**config.mk**
```make
export PLATFORM = sky130hd
export DESIGN_NAME = ram_stream_reader
export DESIGN_NICKNAME = d
export VERILOG_FILES = /design/src/rtl/ram_stream_reader.sv
export SDC_FILE = /design/constraint.sdc
export NUM_CORES = 1
export LEC_CHECK = 0
export CAP_MARGIN = 20
export CORE_MARGIN = 10
export CORE_UTILIZATION = 61
export CTS_BUF_LIST = sky130_fd_sc_hd__clkbuf_8
export DETAILED_ROUTE_END_ITERATION = 10
export GPL_ROUTABILITY_DRIVEN = 0
export PLACE_DENSITY_LB_ADDON = 0.3
export SLEW_MARGIN = 20
export SYNTH_ARGS = -nofsm -noshare
export SYNTH_HDL_FRONTEND = slang
export SYNTH_SLANG_ARGS = --single-unit
```
**constraint.sdc**
```tcl
create_clock -name clk -period 5.45 [get_ports clk]
set_input_delay 1.635 -clock clk [delete_from_list [all_inputs] [get_ports clk]]
set_output_delay 1.635 -clock clk [all_outputs]
set_load 0.03 [all_outputs]
```
**src/rtl/ram_stream_reader.sv**
```systemverilog
// ram_stream_reader: drains a block of a 1-cycle-latency RAM into a valid/ready stream with last marker
module ram_stream_reader #(
    parameter int AW = 8,
    parameter int DW = 32
) (
    input  logic          clk,
    input  logic          rst_n,
    input  logic          start,
    input  logic [AW-1:0] base_addr,
    input  logic [AW:0]   len,
    output logic          busy,
    output logic          done,
    output logic          rd_en,
    output logic [AW-1:0] rd_addr,
    input  logic [DW-1:0] rd_data,
    output logic [DW-1:0] out_data,
    output logic          out_valid,
    input  logic          out_ready,
    output logic          out_last
);
    typedef enum logic [1:0] {IDLE, RUN, DONE} state_t;
    state_t state, state_n;
    logic [AW-1:0] base_q;
    logic [AW:0] len_q, issued, issued_inc;
    logic rd_last, cap, cap_last, pop, accept, issue;
    logic [2:0] v, v_n, l, l_n, sv, sl, credit;
    logic [1:0] sel;
    logic [DW-1:0] q [3];
    logic [DW-1:0] q_n [3];
    logic [DW-1:0] sq [3];
    assign out_valid = v[0];
    assign out_last = l[0];
    assign out_data = q[0];
    assign pop = v[0] & out_ready;
    assign accept = state == IDLE && start;
    assign issued_inc = issued + (AW+1)'(1);
    assign credit = 3'(v[0]) + 3'(v[1]) + 3'(v[2]) + 3'(rd_en) + 3'(cap) - 3'(pop);
    assign issue = state == RUN && issued < len_q && credit < 3'd3;
    always_comb begin
        state_n = state;
        state_n = accept ? (len == '0 ? DONE : RUN) :
                  (state == RUN && pop && l[0]) ? DONE :
                  (state == DONE) ? IDLE : state;
    end
    always_comb begin
        sv = pop ? {1'b0, v[2:1]} : v;
        sl = pop ? {1'b0, l[2:1]} : l;
        sq[0] = pop ? q[1] : q[0];
        sq[1] = pop ? q[2] : q[1];
        sq[2] = pop ? '0 : q[2];
        sel = !sv[0] ? 2'd0 : !sv[1] ? 2'd1 : 2'd2;
        v_n = sv;
        l_n = sl;
        q_n = sq;
        if (cap) begin
            v_n[sel] = 1'b1;
            l_n[sel] = cap_last;
            q_n[sel] = rd_data;
        end
    end
    always_ff @(posedge clk or negedge rst_n) begin
        if (!rst_n) begin
            state <= IDLE;
            busy <= 1'b0;
            done <= 1'b0;
            base_q <= '0;
            len_q <= '0;
            issued <= '0;
            rd_en <= 1'b0;
            rd_addr <= '0;
            rd_last <= 1'b0;
            cap <= 1'b0;
            cap_last <= 1'b0;
            v <= '0;
            l <= '0;
            q <= '{default: '0};
        end else begin
            state <= state_n;
            busy <= state_n == RUN;
            done <= state_n == DONE;
            rd_en <= issue || (accept && len != '0);
            cap <= rd_en;
            cap_last <= rd_en & rd_last;
            v <= v_n;
            l <= l_n;
            q <= q_n;
            if (accept) begin
                base_q <= base_addr;
                len_q <= len;
                issued <= (AW+1)'(len != '0);
                rd_addr <= base_addr;
                rd_last <= len == (AW+1)'(1);
            end else if (issue) begin
                rd_addr <= base_q + issued[AW-1:0];
                issued <= issued_inc;
                rd_last <= issued_inc == len_q;
            end
        end
    end
endmodule

```
== Word level (Yosys, flattened, before mapping) ==
Cells that the tools add are included.
Word-level totals
  bits in registers: 144
Operators by class
  $add $sub $neg: 7
  $lt $le $gt $ge: 6
  eq/ne operators: 6
  mux-type cells: 26
  bitwise logic cells: 4
  reductions and logical operators: 13
Operators with widths (number)
  32-bit two-way mux: 4
  96-bit bitwise mux: 1
  96-bit two-way mux: 1
  32-bit demux with 2-bit select: 1
  9-bit two-way mux: 2
  8-bit two-way mux: 2
  2-bit two-way mux: 6
  3-bit two-way mux: 4
  9-bit by 1-bit adder with 9-bit output (second input constant): 1
  9-bit by 1-bit == test with 1-bit output (second input constant): 1
  9-bit == test: 1
  9-bit logical NOT: 1
  9-bit < comparator: 1
  9-bit nonzero test: 1
  8-bit adder: 1
  1-bit logical AND: 8
  3-bit by 1-bit adder with 3-bit output: 2
  2-bit by 1-bit == test with 1-bit output (second input constant): 2
  2-bit == test (second input constant): 2
  2-bit by 1-bit adder with 3-bit output: 1
  3-bit bitwise mux: 1
  3-bit greater-or-equal comparator (second input constant): 1
  2-bit by 3-bit < comparator with 1-bit output (second input constant): 1
  3-bit by 1-bit < comparator with 1-bit output (second input constant): 1
  12 further kinds: 15

== Longest topological paths before layout ==
Gate-level depths: netlist of the first run.
  word-level depth: 11
  depth in mapped cells: 16
  gate-level depth less buffers: 14

== Least setup slack after synthesis of the first run ==
OpenSTA, ideal clock, no wires.
  kind: input to register
  start point: input out_ready
  end point: register issued[3]
  library setup time: 78 ps
  arrival: 4692 ps
  required time: 5372 ps
  setup slack: 680 ps
  stages on the path: 15
  path buffers: 2
  path through: nand2_1 > clkbuf_1 > inv_1 > ha_1 > fa_1 > fa_1 > inv_1 > fa_1 > inv_1 > o21ai_0 > nor4_1 > a21bo_1 > buf_6 > or3_1 > a21oi_1
On the way
  longest elaborated chain between the ends: 5
RTL lines
  start: declaration: RTL line 18  | input logic out_ready,
  1-bit bitwise AND: RTL line 34  | assign pop = v[0] & out_ready;
  3-bit by 1-bit subtractor with 3-bit output: RTL line 37  | assign credit = 3'(v[0]) + 3'(v[1]) + 3'(v[2]) + 3'(rd_en) + 3'(cap) - 3'(pop);
  3-bit by 2-bit < comparator with 1-bit output: RTL line 38  | assign issue = state == RUN && issued < len_q && credit < 3'd3;
  1-bit logical AND: RTL line 38
  2-bit nonzero test (no source line)
  end signal: assignment: RTL line 90  | issued <= (AW+1)'(len != '0);
  end signal: assignment: RTL line 95  | issued <= issued_inc;
  end: declaration: RTL line 24  | logic [AW:0] len_q, issued, issued_inc;
Every way passes these cells.
A chain may end at the register's enable or synchronous reset.

== Worst setup path in the final report of the first run ==
  start point: input out_ready
  end point: register issued[0]
The elaborated chain is that of the path after synthesis.

==> results.json, run 1 <==
{
  "netlist_area_mm2": 0.00718,
  "antenna_found_initial": 0,
  "worst-setup-path-type": "in -> reg",
  "cp.arrival_ps": 5310,
  "tightest_slew_ps": 1090,
  "antennaDiodeCount": 0,
  "drt_iter0_drc": 448,
  "rsz0062_at_grt": "no",
  "grt_pass1_wl_mm": 25.9,
  "crit_path_max_incr_delay_ps": 570,
  "area_delta_synth_final_pct": 18.0,
  "clkTransAtPathRegs_ps": 80,
  "finalCriticalPeriod_ps": 5030,
  "ir_drop_mv": 0.395,
  "ant_nets": 0,
  "layout-drive-gt1-share_pct": 5.84,
  "initial_core_util_pct": 62.6,
  "grt_overflow": 0,
  "n_fill_cell": 803,
  "ys_seq_elements": 144,
  "cts.repair.resized": 0,
  "h-tree-depth": 4,
  "insertion_delay_ps": 440,
  "first_pass_iters": 5,
  "cts.hold.buffers_added": 0,
  "p_int_mw": 2.98,
  "cap_violations": 0,
  "syn_nets": 833,
  "dieHeight_um": 128,
  "portBuffers": 97,
  "ff2ff_setup_slack_ps": 1610,
  "cts_buffer_depth": 2,
  "hold_path_class": "reg -> reg",
  "reg2reg_from": "v[0]",
  "post-route-period-util_pct": 92.3,
  "viasPerCell": 5.58,
  "fp.dieArea_mm2": 0.0165,
  "required_ps": 5730,
  "startpoint": "out_ready",
  "grt_usage_pct": 18.9,
  "grt_max_degree": 117,
  "power.density_mw_per_mm2": 591,
  "syn_avg_cell_area_um2": 9.47,
  "max_freq_mhz": 199,
  "slew_viol_final": 0,
  "r2r_end": "issued[0]",
  "rows": 39,
  "p_comb_share_pct": 46.2,
  "coreArea_mm2": 0.0115,
  "seq_area_frac_synth_pct": 50.2,
  "path_cells": "clkdlybuf4s50_1 -> nand2_4 -> inv_1 -> ha_1 -> fa_1 -> fa_1 -> inv_1 -> fa_1 -> inv_1 -> o21ai_0 -> nor4_1 -> a21bo_1 -> buf_4 -> xnor2_1 -> o21ai_0",
  "whs_path_depth": 0,
  "swShare_pct": 40.4,
  "cts_buffers": 17,
  "final-hold-violation-count": 0,
  "status": "finished, final reports clean",
  "p_switching_mw": 2.02,
  "dp.final_hpwl_mm": 10.8,
  "crit_path_start_kind": "primary input",
  "wl_per_cell_um": 16.4,
  "slowest_stage": "clkdlybuf4s50_1",
  "setup_viol": 0,
  "r2r_cells": 14,
  "crit_path_max_fanout": 17,
  "mostFrequentLayoutCells": "nand2_1, dfrtp_1, o21ai_0",
  "synth_warnings": 0,
  "cp-end-kind": "register",
  "whs_ps": 486,
  "slew_headroom_pct": 27.5,
  "final_core_util_pct": 73.9,
  "grt_pass1_vias": 5487,
  "syn_inst": 758,
  "io_pins": 98,
  "min_from": "rd_en",
  "nets": 884,
  "p_leak_nw": 3.95,
  "die_w_um": 128,
  "synth_edf_count": 0,
  "post_cts_buffers": 0,
  "synthArstFlopShare_pct": 100,
  "layout_commonest_cell": "nand2_1",
  "cts-root-buf": "clkbuf_8",
  "skew_ps": 11.7,
  "yosysUniqueCellTypes": 39,
  "crit_end": "issued[0]",
  "cts_tree": "yes",
  "power_frac_clock_pct": 18.4,
  "dr_total_vias": 5386,
  "finalWirelength_mm": 15.8,
  "cts_num_sinks": 144,
  "seqPwrFrac_pct": 35.4,
  "synth_ff_type": "dfrtp_1",
  "drcViolationCount": 0
}
## power by group through the flow
stage	sequential [mW]	combinational, mW	clock [mW]
after global placement	1.76	2.17	0
after detailed placement	1.79	2.31	0
after CTS	1.77	2.32	0.930
after floorplan	1.77	1.69	0
final	1.77	2.32	0.920
after global routing	1.82	2.57	0.977
## routing by layer
layer | GRT usage, % | wire (um) | vias to the layer above
met5 | 0 | 0 | -
met4 | 6.82 | 232 | 0
met3 | 4.68 | 902 | 20
met2 | 31.6 | 7920 | 140
met1 | 23.4 | 6760 | 2607
li1 | - | - | 2619
## worst min-delay path by stage
stage	end
2_1_floorplan	v[2]
3_3_place_gp	v[2]
3_5_place_dp	cap
4_1_cts	cap
5_1_grt	cap
6_report	cap
## synth_stat cells, drive strengths merged, types with 2 or more instances
cell | number | area (um^2)
a21oi | 13 | 65.1
a211oi | 2 | 15.0
o41ai | 2 | 17.5
buf | 42 | 297
nand2b | 2 | 12.5
a2111oi | 2 | 17.5
nor2b | 3 | 18.8
nor4 | 3 | 18.8
inv | 25 | 93.8
xor2 | 7 | 61.3
mux2i | 69 | 691
o21ai | 131 | 656
ha | 18 | 225
o211ai | 3 | 22.5
a21o | 3 | 22.5
dfrtp | 144 | 3600
or4 | 2 | 15.0
fa | 4 | 80.1
nor3 | 7 | 50.1
and2 | 4 | 25.0
clkbuf | 34 | 128
xnor2 | 17 | 149
nand4 | 4 | 25.0
nand2 | 179 | 672
or3 | 4 | 25.0
nor2 | 19 | 71.3
nand3 | 7 | 35.0
## cells by family after synthesis
family	share of synthesized area, %
AND/OR/NAND/NOR	13.7
flip-flops	50.2
XOR/XNOR	2.93
adder cells (fa/ha/maj)	4.25
multiplexers	9.62
buffers and inverters	7.22
AO/OA/AOI/OAI	12.1
## sequential cells by signal (all words and copies together), names as in the netlist
signal and count:
issued 9, rd_last 1, rd_addr 8, len_q 9, cap_last 1, base_q 8, busy 1, rd_en 1
l 3, v 3, cap 1, out_data 32, state 2, done 1, q 64
## cell type report
type / count / area [um^2] / area share (%)
clock buffers: 20 / 275 / 3.25
clock inverters: 12 / 166 / 1.96
inverters: 25 / 93.8 / 1.11
multi-input cells: 513 / 3070 / 36.3
flip-flops and latches: 144 / 3600 / 42.5
well taps: 143 / 179 / 2.11
repair buffers: 108 / 1080 / 12.7
## critical path: cells and delay by family
kind	cells	cell delay, ps
adder cells (fa/ha/maj)	4	1500
buffers and inverters	5	1050
AO/OA/AOI/OAI	3	640
AND/OR/NAND/NOR	2	360
XOR/XNOR	1	120
## per-stage QoR
step	TNS (ps)	total power, mW	cells	setup WS, ps	instance area (um^2)
final	0	5.01	965	418	8470
after global routing	0	5.37	965	213	8470
after CTS	0	5.02	964	418	8440
after detailed placement	-65.5	4.09	932	-24.0	8000
after global placement	0	3.93	932	154	8000
after floorplan	0	3.46	758	680	7180
Power figures use the tool's default switching activity.
==> run 2, diff against run 1 <==
--- a/config.mk
+++ b/config.mk
@@ -7,7 +7,7 @@
 export LEC_CHECK = 0
 export CAP_MARGIN = 20
 export CORE_MARGIN = 10
-export CORE_UTILIZATION = 61
+export CORE_UTILIZATION = 55
 export CTS_BUF_LIST = sky130_fd_sc_hd__clkbuf_8
 export DETAILED_ROUTE_END_ITERATION = 10
 export GPL_ROUTABILITY_DRIVEN = 0
==> results.json, run 2 (synthesis gave the netlist of run 1 again) <==
{
  "finalInstanceArea_mm2": 0.00850,
  "seqPwrFrac_pct": 35.4,
  "top_register": "q",
  "antennaDiodeCount": 0,
  "finalCriticalPeriod_ps": 4970,
  "coreArea_mm2": 0.0127,
  "grt_usage_pct": 17.6,
  "cts.hold.buffers_added": 0,
  "mostFrequentLayoutCells": "nand2_1, dfrtp_1, o21ai_0",
  "cts-root-buf": "clkbuf_8",
  "insertion_delay_ps": 450,
  "portBuffers": 97,
  "use_met1_pct": 21.6,
  "max_freq_mhz": 201,
  "power_frac_clock_pct": 18.7,
  "ant_nets": 0,
  "slew_viol_final": 0,
  "grtUsageMet3_pct": 4.56,
  "grt_overflow": 0,
  "p_leak_nw": 3.93,
  "swShare_pct": 40.6,
  "slowest_stage": "clkdlybuf4s50_1",
  "dp.final_hpwl_mm": 10.7,
  "pre_cts_slack_ps": 31.1,
  "placed_area_mm2": 0.00802,
  "wl_per_cell_um": 15.8,
  "cts_buffer_depth": 2,
  "h-tree-depth": 4,
  "dieHeight_um": 134,
  "final_cell_count_no_fill": 991,
  "cts.repair.resized": 0,
  "rows": 41,
  "hold_path_class": "reg -> reg",
  "tightest_slew_ps": 1020,
  "cap_violations": 0,
  "met2_usage_pct": 29.2,
  "post-route-worst-setup-slack_ps": 479,
  "grt_pass1_wl_mm": 26.3,
  "dr_total_vias": 5393,
  "power.density_mw_per_mm2": 590,
  "grt_max_degree": 120,
  "die_w_um": 134,
  "crit_path_start_kind": "primary input",
  "skew_ps": 7.11,
  "drcViolationCount": 0,
  "area_delta_synth_final_pct": 18.4,
  "cp.arrival_ps": 5330,
  "finalWirelength_mm": 15.7,
  "post-route-period-util_pct": 91.2,
  "p_comb_share_pct": 45.9,
  "initial_core_util_pct": 56.4,
  "grt_pass1_vias": 5421,
  "clkTransAtPathRegs_ps": 80,
  "worst-setup-path-type": "in -> reg",
  "drt_iter0_drc": 505,
  "p_int_mw": 2.98,
  "slew_headroom_pct": 32.0,
  "power.total_mw": 5.01,
  "ir_drop_mv": 0.315,
  "setup_tns_ps": 0,
  "layout-drive-gt1-share_pct": 5.74,
  "io_pins": 98,
  "crit_path_max_incr_delay_ps": 530,
  "post_cts_buffers": 0,
  "viasPerCell": 5.44,
  "place_inst": 958,
  "crit_path_max_fanout": 17,
  "status": "finished, final reports clean",
  "globalRoute.busiestLayer": "met2",
  "r2r_cells": 15,
  "cts_num_sinks": 144,
  "rsz0062_at_grt": "no",
  "setup_viol": 0,
  "cts_buffers": 17,
  "nets": 881,
  "final-hold-violation-count": 0,
  "required_ps": 5810,
  "antenna_found_initial": 0,
  "cts_tree": "yes",
  "fp.dieArea_mm2": 0.0180,
  "whs_path_depth": 0,
  "n_fill_cell": 1048,
  "largest_register_ffs": 64,
  "cp-end-kind": "register",
  "layout_commonest_cell": "nand2_1",
  "path_cells": "clkdlybuf4s50_1 -> nand2_4 -> inv_1 -> ha_1 -> fa_1 -> fa_1 -> inv_1 -> fa_1 -> inv_1 -> o21ai_0 -> nor4_1 -> a21bo_1 -> buf_12 -> nor3_1 -> a21oi_1 -> o21ai_0",
  "p_switching_mw": 2.04,
  "first_pass_iters": 5
}
==> run 2: cell count changes in the layout (fill, tap and decap cells not counted) <==
cell,delta
and2_2,-1
clkbuf_8,-1
and2_4,+1
clkinv_4,+1
inv_6,+2
buf_12,+1
buf_4,-4
inv_1,-2
==> run 2: power by group through the flow <==
stage / combinational [mW] / sequential (mW) / clock [mW]
3_3_place_gp: 2.18 / 1.77 / 0
3_5_place_dp: 2.29 / 1.80 / 0
5_1_grt: 2.55 / 1.83 / 1.00
2_1_floorplan: 1.69 / 1.77 / 0
4_1_cts: 2.30 / 1.78 / 0.953
6_report: 2.30 / 1.78 / 0.938
==> run 2: worst max-delay path, delay by kind of cell <==
kind | cells | cell delay [ps]
buffers and inverters | 5 | 980
AOI/OAI and AO/OA | 4 | 740
adders and majority gates | 4 | 1480
and+or+nand+nor | 3 | 490
==> run 2: metal layers <==
layer	wire, um	share of wire, %
met1	6880	44
met2	7630	49
met3	906	5.8
met4	262	1.7
met5	0	0
==> run 2: per-stage QoR <==
step	hold slack (ps)	utilization, %
finish	478	66.8
global route	491	66.8
CTS	485	66.6
detailed placement	467	63.1
global placement	450	63.1
floorplan	450	-
==> run 2: final timing paths <==
kind	from	endpoint	slack [ps]
min reg2reg	rd_en	cap	480
max in group asynchronous	rst_n	q[14]	3210
max	out_ready	rd_addr[2]	480
max reg2reg	v[0]	rd_addr[2]	1620
min in group asynchronous	rst_n	out_data[4]	1310
min	rd_en	cap	480
==> run 2: layout make-up <==
class	instances	area, um^2	share of cell area [%]
clock inverters	13	185	2.18
well taps	172	215	2.53
flip-flops and latches	144	3600	42.4
multi-input cells	513	3080	36.2
clock buffers	19	262	3.08
repair buffers	105	1070	12.6
inverters	25	93.8	1.10
==> run 3, diff against run 2 <==
--- a/config.mk
+++ b/config.mk
@@ -5,13 +5,14 @@
 export SDC_FILE = /design/constraint.sdc
 export NUM_CORES = 1
 export LEC_CHECK = 0
+export ABC_AREA = 1
 export CAP_MARGIN = 20
 export CORE_MARGIN = 10
 export CORE_UTILIZATION = 55
 export CTS_BUF_LIST = sky130_fd_sc_hd__clkbuf_8
 export DETAILED_ROUTE_END_ITERATION = 10
-export GPL_ROUTABILITY_DRIVEN = 0
 export PLACE_DENSITY_LB_ADDON = 0.3
+export RECOVER_POWER = 50
 export SLEW_MARGIN = 20
 export SYNTH_ARGS = -nofsm -noshare
 export SYNTH_HDL_FRONTEND = slang
==> results.json, run 3 <==
{
  "status": "finished with violations",
  "failed_checks": "capacitance limit, slew limit",
  "cts_buffer_depth": 2,
  "power.density_mw_per_mm2": 260,
  "max_freq_mhz": 214,
  "antenna_found_initial": 0,
  "final_cell_count_no_fill": 1168,
  "dp.final_hpwl_mm": 11.0,
  "synth_edf_count": 0,
  "synth_warnings": 0,
  "reg2reg_from": "v[0]",
  "netlist_area_mm2": 0.00742,
  "power.total_mw": 2.26,
  "globalplace.congestion": 0.875,
  "grt_max_degree": 100,
  "hold_path_class": "reg -> reg",
  "synth.most_common_cell": "nand2_1",
  "cp.arrival_ps": 5010,
  "grt_usage_pct": 18.1,
  "wl_per_cell_um": 13.8,
  "drt_iter0_drc": 457,
  "synth_area_leaders": "dfrtp_1, nand2_1, nor2_1, inv_1, o21ai_0",
  "crit_path_max_fanout": 19,
  "cts-root-buf": "clkbuf_8",
  "n_fill_cell": 1142,
  "grt_pass1_wl_mm": 27.4,
  "nets": 1054,
  "crit_path_start_kind": "primary input",
  "slew_headroom_pct": -37.2,
  "skew_ps": 9.49,
  "required_ps": 5780,
  "setup_viol": 0,
  "area_delta_synth_final_pct": 16.9,
  "mostFrequentLayoutCells": "nand2_1, dfrtp_1, clkdlybuf4s50_1",
  "coreArea_mm2": 0.0132,
  "grt_pass1_vias": 5764,
  "layout_commonest_cell": "nand2_1",
  "post-route-worst-setup-slack_ps": 771,
  "antennaDiodeCount": 0,
  "tightest_slew_ps": 2060,
  "ys_seq_elements": 144,
  "insertion_delay_ps": 450,
  "initial_core_util_pct": 56.0,
  "io_pins": 98,
  "synth_top_cell_by_area": "dfrtp_1",
  "synthArstFlopShare_pct": 100,
  "layout-drive-gt1-share_pct": 5.85,
  "h-tree-depth": 4,
  "synth_commonest_cells": "nand2_1, dfrtp_1, nor2_1",
  "ant_nets": 0,
  "cts_tree": "yes",
  "r2r_cells": 13,
  "syn_avg_cell_area_um2": 7.98,
  "cts.repair.resized": 0,
  "finalCriticalPeriod_ps": 4680,
  "slew_viol_final": 149,
  "cts_num_sinks": 144,
  "grt_overflow": 0,
  "yosysUniqueCellTypes": 36,
  "cp-end-kind": "register",
  "dieHeight_um": 136,
  "portBuffers": 97,
  "finalWirelength_mm": 16.2,
  "viasPerCell": 5.13,
  "rsz0062_at_grt": "no",
  "cts.hold.buffers_added": 0,
  "finalInstanceArea_mm2": 0.00867,
  "cap_violations": 3,
  "worst-setup-path-type": "in -> reg",
  "fp.dieArea_mm2": 0.0185,
  "clkTransAtPathRegs_ps": 80,
  "cts_buffers": 17,
  "p_leak_nw": 4.38,
  "final-hold-violation-count": 0,
  "crit_end": "issued[2]",
  "drcViolationCount": 0,
  "post-route-period-util_pct": 85.9,
  "largest_register_ffs": 64,
  "ff2ff_setup_slack_ps": 2080,
  "place_inst": 1136,
  "ir_drop_mv": 0.140,
  "synth_ff_type": "dfrtp_1",
  "die_w_um": 136,
  "seq_area_frac_synth_pct": 48.6,
  "first_pass_iters": 5,
  "top_register": "q",
  "whs_path_depth": 2,
  "syn_inst": 929,
  "placed_area_mm2": 0.00824,
  "rows": 42,
  "yosysTopAreaCellShare_pct": 48.6,
  "startpoint": "out_ready",
  "pre_cts_slack_ps": 428,
  "post_cts_buffers": 0,
  "setup_tns_ps": 0,
  "r2r_end": "issued[2]",
  "syn_nets": 1004,
  "dr_total_vias": 5993
}
-- run 3: where the power goes --
group	total [mW]	switching [mW]	internal, mW
clock	0.930	0.407	0.523
combinational	0.213	0.118	0.0951
sequential	1.11	0.0162	1.10
-- run 3: per-stage QoR --
step	utilization [%]	hold slack, ps
after global routing	65.5	503
final	65.5	486
after global placement	62.1	461
after floorplan	-	437
after CTS	65.6	486
after detailed placement	62.2	465
-- run 3: how the worst min path moves through the flow --
| stage | from | to | slack, ps |
|---|---|---|---|
| floorplan | rd_last | cap_last | 440 |
| global placement | rd_last | cap_last | 460 |
| detailed placement | rd_addr[4] | rd_addr[4] | 460 |
| CTS | rd_last | cap_last | 490 |
| global route | rd_addr[4] | rd_addr[4] | 500 |
| finish | rd_last | cap_last | 490 |
-- run 3: critical path: stages --
cell	delay [ps]
dlygate4sd3_1	620
nand2_4	90
inv_2	40
ha_1	280
fa_1	460
fa_1	370
inv_1	70
fa_1	400
a21oi_1	270
nand4_4	230
nand2_4	250
inv_2	140
nand2_1	80
o21ai_0	70
-- run 3: final cells by class --
| class | count | area (um^2) | area share (%) |
|---|---|---|---|
| Tap cell | 176 | 220 | 2.54 |
| Timing Repair Buffer | 106 | 1050 | 12.1 |
| Inverter | 87 | 327 | 3.77 |
| Clock buffer | 19 | 262 | 3.02 |
| Multi-Input combinational cell | 623 | 3030 | 34.9 |
| Sequential cell | 144 | 3600 | 41.6 |
| Clock inverter | 13 | 185 | 2.14 |
-- run 3: cells by family (layout without fill, tap and decap cells) --
logic type | after synthesis | count (layout) | share of synthesized area, %
AO/OA/AOI/OAI | 151 | 151 | 11.4
XOR/XNOR | 6 | 6 | 0.709
adder cells (fa/ha/maj) | 22 | 22 | 4.12
buffers and inverters | 162 | 225 | 10.8
flip-flops | 144 | 144 | 48.6
AND/OR/NAND/NOR | 444 | 444 | 24.4
-- run 3: routing by layer --
metal	routed length [um]	GRT usage [%]
met3	995	4.83
met4	299	6.92
met5	0	0
met1	7370	23.4
met2	7500	28.5
